`config.mk`:
```
export PLATFORM = sky130hd
export DESIGN_NAME = obi_magic_mem_bridge_flat
export DESIGN_NICKNAME = d
export VERILOG_FILES = /design/src/rtl/obi_magic_mem_bridge_if.sv /design/src/rtl/obi_magic_mem_bridge.sv /design/src/flat_wrapper.sv
export SDC_FILE = /design/constraint.sdc
export NUM_CORES = 1
export LEC_CHECK = 0
export CAP_MARGIN = 20
export CORE_ASPECT_RATIO = 0.8
export CORE_MARGIN = 2
export CORE_UTILIZATION = 49
export DETAILED_ROUTE_END_ITERATION = 10
export PLACE_DENSITY_LB_ADDON = 0.2
export RECOVER_POWER = 50
export SYNTH_ARGS = -nofsm -noshare
export SYNTH_HDL_FRONTEND = slang
export SYNTH_SLANG_ARGS = --single-unit
export TNS_END_PERCENT = 20
```
`constraint.sdc`:
```
create_clock -name clk -period 14.7 [get_ports clk]
set_clock_uncertainty 0.15 [all_clocks]
set_input_delay 3.675 -clock clk [delete_from_list [all_inputs] [get_ports clk]]
set_output_delay 3.675 -clock clk [all_outputs]
set_load 0.02 [all_outputs]
```
`src/rtl/obi_magic_mem_bridge_if.sv`:
```
// Bundle of the OBI core-side and magic-memory-side signals of obi_magic_mem_bridge.
// The bridge uses the slave modport; the core/memory model uses the master modport.
interface obi_magic_mem_bridge_if #(
  parameter int unsigned ADDR_W = 32,
  parameter int unsigned DATA_W = 32
);
  logic                  req_i;
  logic                  gnt_o;
  logic                  we_i;
  logic [DATA_W/8-1:0]   be_i;
  logic [ADDR_W-1:0]     addr_i;
  logic [DATA_W-1:0]     wdata_i;
  logic                  rvalid_o;
  logic [DATA_W-1:0]     rdata_o;
  logic                  err_o;
  logic                  mem_read;
  logic                  mem_write;
  logic [DATA_W/8-1:0]   mem_mbe;
  logic [ADDR_W-1:0]     mem_addr;
  logic [DATA_W-1:0]     mem_wdata;
  logic                  mem_resp;
  logic [DATA_W-1:0]     mem_rdata;

  modport slave (
    input  req_i, we_i, be_i, addr_i, wdata_i, mem_resp, mem_rdata,
    output gnt_o, rvalid_o, rdata_o, err_o, mem_read, mem_write, mem_mbe, mem_addr, mem_wdata
  );

  modport master (
    output req_i, we_i, be_i, addr_i, wdata_i, mem_resp, mem_rdata,
    input  gnt_o, rvalid_o, rdata_o, err_o, mem_read, mem_write, mem_mbe, mem_addr, mem_wdata
  );
endinterface

```
`src/rtl/obi_magic_mem_bridge.sv`:
```
// OBI req/gnt/rvalid to magic-memory bridge: queues granted requests, issues them one at a
// time with a one-cycle gap between accesses, and returns in-order responses (optional timeout).
module obi_magic_mem_bridge #(
  parameter int unsigned ADDR_W  = 32,
  parameter int unsigned DATA_W  = 32,
  parameter int unsigned DEPTH   = 2,
  parameter int unsigned TIMEOUT = 0
) (
  input logic                     clk,
  input logic                     rst,
  obi_magic_mem_bridge_if.slave   bus
);

  localparam int unsigned BeW     = DATA_W / 8;
  localparam int unsigned PtrW    = (DEPTH > 1) ? $clog2(DEPTH) : 1;
  localparam int unsigned CntW    = $clog2(DEPTH + 1);
  localparam int unsigned TmrW    = (TIMEOUT > 1) ? $clog2(TIMEOUT) : 1;
  localparam int unsigned TmrLast = (TIMEOUT == 0) ? 0 : TIMEOUT - 1;

  typedef enum logic [1:0] {StIdle, StIssue, StGap} state_e;

  state_e            state_q;
  logic [PtrW-1:0]   wr_ptr_q, rd_ptr_q;
  logic [CntW-1:0]   count_q;
  logic [TmrW-1:0]   timer_q;
  logic              rvalid_q, err_q;
  logic [DATA_W-1:0] rdata_q;

  logic              q_we    [DEPTH];
  logic [BeW-1:0]    q_be    [DEPTH];
  logic [ADDR_W-1:0] q_addr  [DEPTH];
  logic [DATA_W-1:0] q_wdata [DEPTH];

  logic full, push, pop, issue, resp_hit, tmo_hit, head_we;

  function automatic logic [PtrW-1:0] ptr_inc(input logic [PtrW-1:0] p);
    return (p == PtrW'(DEPTH - 1)) ? '0 : p + 1'b1;
  endfunction

  always_comb begin
    full     = (count_q == CntW'(DEPTH));
    push     = bus.req_i & ~full;
    issue    = (state_q == StIssue);
    head_we  = q_we[rd_ptr_q];
    // X on mem_resp must never count as a response.
    resp_hit = issue & (bus.mem_resp === 1'b1);
    tmo_hit  = issue & ~resp_hit & (TIMEOUT != 0) & (timer_q == TmrW'(TmrLast));
    pop      = resp_hit | tmo_hit;
  end

  assign bus.gnt_o     = push;
  assign bus.mem_read  = issue & ~head_we;
  assign bus.mem_write = issue & head_we;
  assign bus.mem_mbe   = issue ? q_be[rd_ptr_q]    : '0;
  assign bus.mem_addr  = issue ? q_addr[rd_ptr_q]  : '0;
  assign bus.mem_wdata = issue ? q_wdata[rd_ptr_q] : '0;
  assign bus.rvalid_o  = rvalid_q;
  assign bus.rdata_o   = rdata_q;
  assign bus.err_o     = err_q;

  always_ff @(posedge clk) begin
    if (rst) begin
      state_q  <= StIdle;
      wr_ptr_q <= '0;
      rd_ptr_q <= '0;
      count_q  <= '0;
      timer_q  <= '0;
      rvalid_q <= 1'b0;
      err_q    <= 1'b0;
      rdata_q  <= '0;
    end else begin
      rvalid_q <= pop;
      err_q    <= tmo_hit;
      rdata_q  <= (resp_hit & ~head_we) ? bus.mem_rdata : '0;

      if (push) begin
        q_we[wr_ptr_q]    <= bus.we_i;
        q_be[wr_ptr_q]    <= bus.be_i;
        q_addr[wr_ptr_q]  <= bus.addr_i;
        q_wdata[wr_ptr_q] <= bus.wdata_i;
        wr_ptr_q          <= ptr_inc(wr_ptr_q);
      end
      if (pop) rd_ptr_q <= ptr_inc(rd_ptr_q);

      unique case ({push, pop})
        2'b10:   count_q <= count_q + 1'b1;
        2'b01:   count_q <= count_q - 1'b1;
        default: count_q <= count_q;
      endcase

      unique case (state_q)
        // A push into an empty queue goes straight to ISSUE so the strobe rises next cycle.
        StIdle: begin
          if (count_q != '0 || push) begin
            state_q <= StIssue;
            timer_q <= '0;
          end
        end
        StIssue: begin
          if (pop) state_q <= StGap;
          else     timer_q <= timer_q + 1'b1;
        end
        StGap: begin
          if (count_q != '0) begin
            state_q <= StIssue;
            timer_q <= '0;
          end else begin
            state_q <= StIdle;
          end
        end
        default: state_q <= StIdle;
      endcase
    end
  end

endmodule

```
`src/flat_wrapper.sv`:
```
// flat-port wrapper written by rule: the top's interface ports become plain ports
module obi_magic_mem_bridge_flat 
#(
  parameter int unsigned ADDR_W  = 32,
  parameter int unsigned DATA_W  = 32,
  parameter int unsigned DEPTH   = 2,
  parameter int unsigned TIMEOUT = 0
)
  (clk, rst, bus_req_i, bus_we_i, bus_be_i, bus_addr_i, bus_wdata_i, bus_mem_resp, bus_mem_rdata, bus_gnt_o, bus_rvalid_o, bus_rdata_o, bus_err_o, bus_mem_read, bus_mem_write, bus_mem_mbe, bus_mem_addr, bus_mem_wdata);
  obi_magic_mem_bridge_if #(.ADDR_W(ADDR_W), .DATA_W(DATA_W)) bus_i ();
  input logic clk;
  input logic rst;
  input wire logic [$bits(bus_i.req_i)-1:0] bus_req_i;
  input wire logic [$bits(bus_i.we_i)-1:0] bus_we_i;
  input wire logic [$bits(bus_i.be_i)-1:0] bus_be_i;
  input wire logic [$bits(bus_i.addr_i)-1:0] bus_addr_i;
  input wire logic [$bits(bus_i.wdata_i)-1:0] bus_wdata_i;
  input wire logic [$bits(bus_i.mem_resp)-1:0] bus_mem_resp;
  input wire logic [$bits(bus_i.mem_rdata)-1:0] bus_mem_rdata;
  output wire logic [$bits(bus_i.gnt_o)-1:0] bus_gnt_o;
  output wire logic [$bits(bus_i.rvalid_o)-1:0] bus_rvalid_o;
  output wire logic [$bits(bus_i.rdata_o)-1:0] bus_rdata_o;
  output wire logic [$bits(bus_i.err_o)-1:0] bus_err_o;
  output wire logic [$bits(bus_i.mem_read)-1:0] bus_mem_read;
  output wire logic [$bits(bus_i.mem_write)-1:0] bus_mem_write;
  output wire logic [$bits(bus_i.mem_mbe)-1:0] bus_mem_mbe;
  output wire logic [$bits(bus_i.mem_addr)-1:0] bus_mem_addr;
  output wire logic [$bits(bus_i.mem_wdata)-1:0] bus_mem_wdata;
  assign bus_i.req_i = bus_req_i;
  assign bus_i.we_i = bus_we_i;
  assign bus_i.be_i = bus_be_i;
  assign bus_i.addr_i = bus_addr_i;
  assign bus_i.wdata_i = bus_wdata_i;
  assign bus_i.mem_resp = bus_mem_resp;
  assign bus_i.mem_rdata = bus_mem_rdata;
  assign bus_gnt_o = bus_i.gnt_o;
  assign bus_rvalid_o = bus_i.rvalid_o;
  assign bus_rdata_o = bus_i.rdata_o;
  assign bus_err_o = bus_i.err_o;
  assign bus_mem_read = bus_i.mem_read;
  assign bus_mem_write = bus_i.mem_write;
  assign bus_mem_mbe = bus_i.mem_mbe;
  assign bus_mem_addr = bus_i.mem_addr;
  assign bus_mem_wdata = bus_i.mem_wdata;
  obi_magic_mem_bridge #(.ADDR_W(ADDR_W), .DATA_W(DATA_W), .DEPTH(DEPTH), .TIMEOUT(TIMEOUT)) u_core (.clk(clk), .rst(rst), .bus(bus_i));
endmodule
```
==> results of run 1 <==
[layout make-up]
class,instances,area (um^2)
sequential,178,4949
clock inverter,2,10.01
fill,866,3547
multi-input combinational,198,1336
timing repair buffer,212,2112
antenna,2,5.005
tap,175,219.0
inverter,3,11.26
clock buffer,30,588.1
[layer usage]
layer / up-vias / global-route usage, % / share of wire, %
met5: - / 0 / 0
met3: 12 / 6.438 / 5.7
met4: 0 / 6.522 / 0.90
met2: 106 / 33.77 / 52
met1: 1878 / 22.98 / 41
li1: 1841 / - / -
[final timing paths]
kind                                 startpoint                    end  slack (ns)  cells past startpoint
worst max-delay path                  bus_req_i              bus_gnt_o        5.83                      4
worst min-delay path            u_core.rd_ptr_q                   flop        0.35                      2
worst max register to register             flop  u_core.bus.rdata_o[3]       10.56                      4
worst min register to register  u_core.rd_ptr_q                   flop        0.35                      2
[worst reg2reg max path, stage by stage (launching register included)]
cell,delay [ns]
dfxtp_4,0.65
buf_4,0.72
mux2_4,0.38
nor3_1,1.86
and2_1,0.32
[flip-flops by register name (all words and copies together) (netlist names), named ones only]
signal	flops
u_core.q_wdata	64
u_core.q_we	2
u_core.wr_ptr_q	1
u_core.q_be	8
u_core.bus.rdata_o	32
u_core.q_addr	64
u_core.count_q	2
u_core.state_q	2
u_core.rd_ptr_q	1
u_core.bus.rvalid_o	1
[stage by stage]
step	hold slack (ns)	instance area (um^2)
after floorplan	0.3166	6392
after global placement	0.3322	8638
after detailed placement	0.3384	8638
after CTS	0.3543	9236
after global routing	0.3887	9228
final	0.3530	9230
[power by group through the flow]
stage	clock network (mW)	registers [mW]	logic, mW
after floorplan	0	0.595	0.111
after global placement	0	0.595	0.209
after detailed placement	0	0.596	0.213
after CTS	0.449	0.586	0.214
after global routing	0.469	0.588	0.220
final	0.441	0.585	0.206
[placed cells by master, fill, tap and decap left out]
| cell | count |
|---|---|
| clkbuf_16 | 19 |
| inv_1 | 3 |
| dlygate4sd3_1 | 105 |
| o21ai_0 | 2 |
| xor2_1 | 2 |
| dfxtp_4 | 1 |
| nor3_2 | 1 |
| clkbuf_8 | 6 |
| nand2b_2 | 1 |
| conb_1 | 1 |
| o21a_1 | 2 |
| clkdlybuf4s50_1 | 103 |
| and2_1 | 5 |
| and2_0 | 27 |
| nor2b_1 | 2 |
| mux2i_1 | 68 |
| clkinv_2 | 2 |
| xnor2_1 | 1 |
| a21oi_1 | 2 |
| clkbuf_4 | 3 |
| dfxtp_1 | 39 |
| nand2b_1 | 1 |
| nor3b_2 | 1 |
| diode_2 | 2 |
| mux2_4 | 1 |
| or3_1 | 2 |
| edfxtp_1 | 138 |
| nand3b_1 | 1 |
| buf_4 | 4 |
| ha_1 | 1 |
| nor3_1 | 3 |
| nor2_1 | 74 |
| clkbuf_1 | 2 |
[cells by family (layout without fill, tap and decap cells)]
family	count (synthesis)	after routing	share of synthesized area, %
xor+xnor	3	3	0.4111
fa+ha+maj	1	1	0.1957
simple gates	118	118	8.788
compound gates	6	6	0.5480
buf+inv	24	247	1.761
flops	178	178	77.35
mux	69	69	10.88
other cells	1	3	0.05866
==> reports/qor.txt, run 1 <==
status: finished with violations
failing checks: max-capacitance violations, max-slew violations
maximum clock rate: 112.7 MHz
Yosys cell types: 25
most instantiated cells after synthesis: 138 x edfxtp_1, 74 x nor2_1, 68 x mux2i_1
Yosys Warn Count: 0
post-CTS setup buffers: 0
CP max FO: 4
Slowest-stage cell, CP: clkdlybuf4s50_1
setup repair after global routing missed its margin: false
Power Total: 1.232 mW
maxcap violations: 1
Yosys reg bits: 178
Slew @ Worst Pin: 2.441 ns
TritonRoute pass-1 iters: 4
Flop pwr share: 47.5%
DRT iter0 DRCs: 220
fin crit share: 60.35%
post-synth top area cell: edfxtp_1
P_sw: 293.1 uW
Peak supply drop: 0.08348 mV
routed vias/inst: 4.796
Resized cells post-CTS: 0
switch share: 23.79%
Combinational Power Share: 16.7%
ys async rst share: 0%
dpl cells: 766
Pint: 939.0 uW
Non-Filler Instances: 800
CP delay by family, top: buffers and inverters
clock tree buffer depth: 2
CP bufs+invs: 3
Yosys top cell area share: 64.83%
HPWL Detailed: 8.701 mm
setup ws final: 5.829 ns
setup TNS: 0 ns
sequence of cells on the critical path: dlygate4sd3_1 -> nand2b_1 -> inv_1 -> clkdlybuf4s50_1
Leakage: 3.276 nW
H-tree Lvls: 4
Synth area leaders: edfxtp_1 65%, dfxtp_1 13%, mux2i_1 11%
Power Density: 133.5 nW/um^2
antenna viol nets, final: 0
Chip Width: 131.7 um
Mapped Cells: 400
initial core utilization: 50.03%
GR Overflow Total: 0
antenna violations before repair: 2
Wirelength per Cell: 16.60 um
post-synthesis cell area: 6392 um^2
cts bufs inserted: 17
Worst-Skew Late Latency: 0.42 ns
main flop type after synthesis: edfxtp_1
detailed-route via count: 3837
CP Data Arrival Time: 5.05 ns
Syn-to-layout area delta: 44.39%
CP required: 10.88 ns
# setup viols final: 0
Fin. Hold Viols: 0
total track usage: 19.45%
Syn Nets: 506
Die Area: 13980 um^2
Slew Limit Headroom: -63.98%
Worst Setup Start Kind: input port
Setup CP Type: input port to output port
layout cells sized above 1: 6.260%
CP Capture Type: output port
layout net count: 716
wirelength, routed: 13.28 mm
Largest stage delay, worst path: 0.60 ns
cell with the most instances after synthesis: edfxtp_1
CTS tree: built
clock slew at reported path FFs: 0.06 ns
hold crit path type: flop to flop
Tmin final: 8.871 ns
Hold-fix buffers, CTS: 0
vias in the first global route: 3959
gpl congestion: 0.7284
IO Port Bufs: 208
Final Util: 72.24%
I/O pins: 210
clock power share: 35.8%
Avg Cell Area, Syn: 15.98 um^2
CTS Sinks: 178
clock root buffer: clkbuf_16
core region area: 12780 um^2
final slew viol count: 33
pre-CTS setup slack: 5.900 ns
sequential cell area fraction in the yosys report: 77.35%
height of the die: 106.2 um
detailed-route DRC error count: 0
FP Rows: 37
first-pass GRT wire length: 20.44 mm
EDFF count, synth: 138
largest net degree at the start of global routing: 70
Note: power is estimated with default switching activity, not from simulation.
==> run 2: changes to the inputs <==
Settings changed: CORE_UTILIZATION 49 to 46.
Clock period 14.7 ns to 8.8 ns, I/O delays scaled along.
==> reports/qor.txt, run 2 (same netlist as run 1, synthesis figures left out) <==
Chip Width: 135.8 um
fin crit share: 67.49%
maximum clock rate: 168.4 MHz
gpl congestion: 0.7643
first-pass GRT wire length: 19.97 mm
clock root buffer: clkbuf_16
Combinational Power Share: 17.2%
Worst-Skew Late Latency: 0.42 ns
CP Data Arrival Time: 3.59 ns
height of the die: 109.4 um
status: finished with violations
Power Total: 2.005 mW
CTS tree: built
most frequent cells in the layout: 138 x edfxtp_1, 105 x dlygate4sd3_1, 103 x clkdlybuf4s50_1
Pint: 1.504 mW
antenna viol nets, final: 0
wirelength, routed: 13.07 mm
Die Area: 14860 um^2
Worst Setup Start Kind: input port
hold crit path type: flop to flop
Fin. Hold Viols: 0
Slew Limit Headroom: -81.66%
final slew viol count: 33
setup TNS: 0 ns
P_sw: 501.0 uW
Worst Hold Depth: 2
R2R Setup Slk: 4.44 ns
DRT iter0 DRCs: 148
final instance area: 9184 um^2
Tmin final: 5.939 ns
setup repair after global routing missed its margin: false
clock power share: 34.1%
Syn-to-layout area delta: 43.67%
CP required: 6.45 ns
# setup viols final: 0
FP Rows: 38
HPWL Detailed: 8.545 mm
clock slew at reported path FFs: 0.06 ns
Setup CP Type: input port to output port
antenna violations before repair: 2
Resized cells post-CTS: 0
maxcap violations: 1
layout net count: 716
cts bufs inserted: 17
CTS Sinks: 178
dpl cell area: 8645 um^2
vias in the first global route: 3947
clock tree buffer depth: 2
I/O pins: 210
GR Overflow Total: 0
CP max FO: 4
Wirelength per Cell: 16.21 um
most common cell after layout, fill and taps aside: edfxtp_1
Power Density: 218.3 nW/um^2
detailed-route DRC error count: 0
switch share: 24.99%
layout cells sized above 1: 6.100%
Hold-fix buffers, CTS: 0
core region area: 13550 um^2
Flop pwr share: 48.7%
total track usage: 18.28%
IO Port Bufs: 208
largest net degree at the start of global routing: 70
Peak supply drop: 0.1381 mV
routed vias/inst: 4.757
failing checks: max-capacitance violations, max-slew violations
detailed-route via count: 3834
Slew @ Worst Pin: 2.704 ns
CP Capture Type: output port
H-tree Lvls: 4
R2R cell count: 4
fillers: 945
initial core utilization: 47.17%
post-CTS setup buffers: 0
TritonRoute pass-1 iters: 4
Leakage: 3.230 nW
## run 2: cell types whose count changed in the layout (fill, tap and decap cells not counted), moves of 3 or more
cell        previous run  this run
clkinvlp_4             0         4
clkinv_1               0         3
clkbuf_8               6         0
clkbuf_4               3         0
## run 2: final timing paths
| path | from | end |
|---|---|---|
| max reg2reg | flop | u_core.bus.rdata_o[21] |
| max | bus_req_i | bus_gnt_o |
| min | u_core.rd_ptr_q | flop |
| min reg2reg | u_core.rd_ptr_q | flop |
## run 2: cell type report
| cell class | count | area [um^2] | share of cell area (%) |
|---|---|---|---|
| diodes | 3 | 7.507 | 0.08174 |
| clock buffers | 17 | 425.4 | 4.632 |
| clock inverters | 15 | 117.6 | 1.281 |
| inverters | 3 | 11.26 | 0.1226 |
| multi-input cells | 198 | 1336 | 14.55 |
| flip-flops and latches | 178 | 4949 | 53.88 |
| well taps | 180 | 225.2 | 2.452 |
| repair buffers | 212 | 2112 | 23.00 |
## run 2: worst max-delay path, cell delays in order
cell	delay, ns
dlygate4sd3_1	0.55
nand2b_1	0.15
inv_1	0.09
clkdlybuf4s50_1	0.60
## run 2: power by group through the flow
stage / sequential (mW) / clock (mW) / combinational [mW]
3_5_place_dp: 0.995 / 0 / 0.356
3_3_place_gp: 0.992 / 0 / 0.351
6_report: 0.977 / 0.683 / 0.345
2_1_floorplan: 0.994 / 0 / 0.185
5_1_grt: 0.981 / 0.735 / 0.370
4_1_cts: 0.977 / 0.700 / 0.359
## run 2: metrics by stage
stage | utilization [%] | setup WS (ns) | std cells | hold WS [ns]
2_1_floorplan | - | 0.5709 | 400 | 0.3166
3_5_place_dp | 63.80 | 2.952 | 771 | 0.3435
6_report | 67.77 | 2.861 | 806 | 0.3560
4_1_cts | 67.80 | 2.934 | 803 | 0.3573
5_1_grt | 67.74 | 2.815 | 804 | 0.3808
3_3_place_gp | 63.80 | 2.954 | 771 | 0.3333
## run 2: routing by layer
layer / vias up / global-route usage [%] / part of all wire, %
met5: - / 0 / 0.084
met2: 131 / 29.83 / 48
met1: 1846 / 22.90 / 44
met3: 16 / 5.440 / 6.3
li1: 1839 / - / -
met4: 2 / 7.887 / 1.5
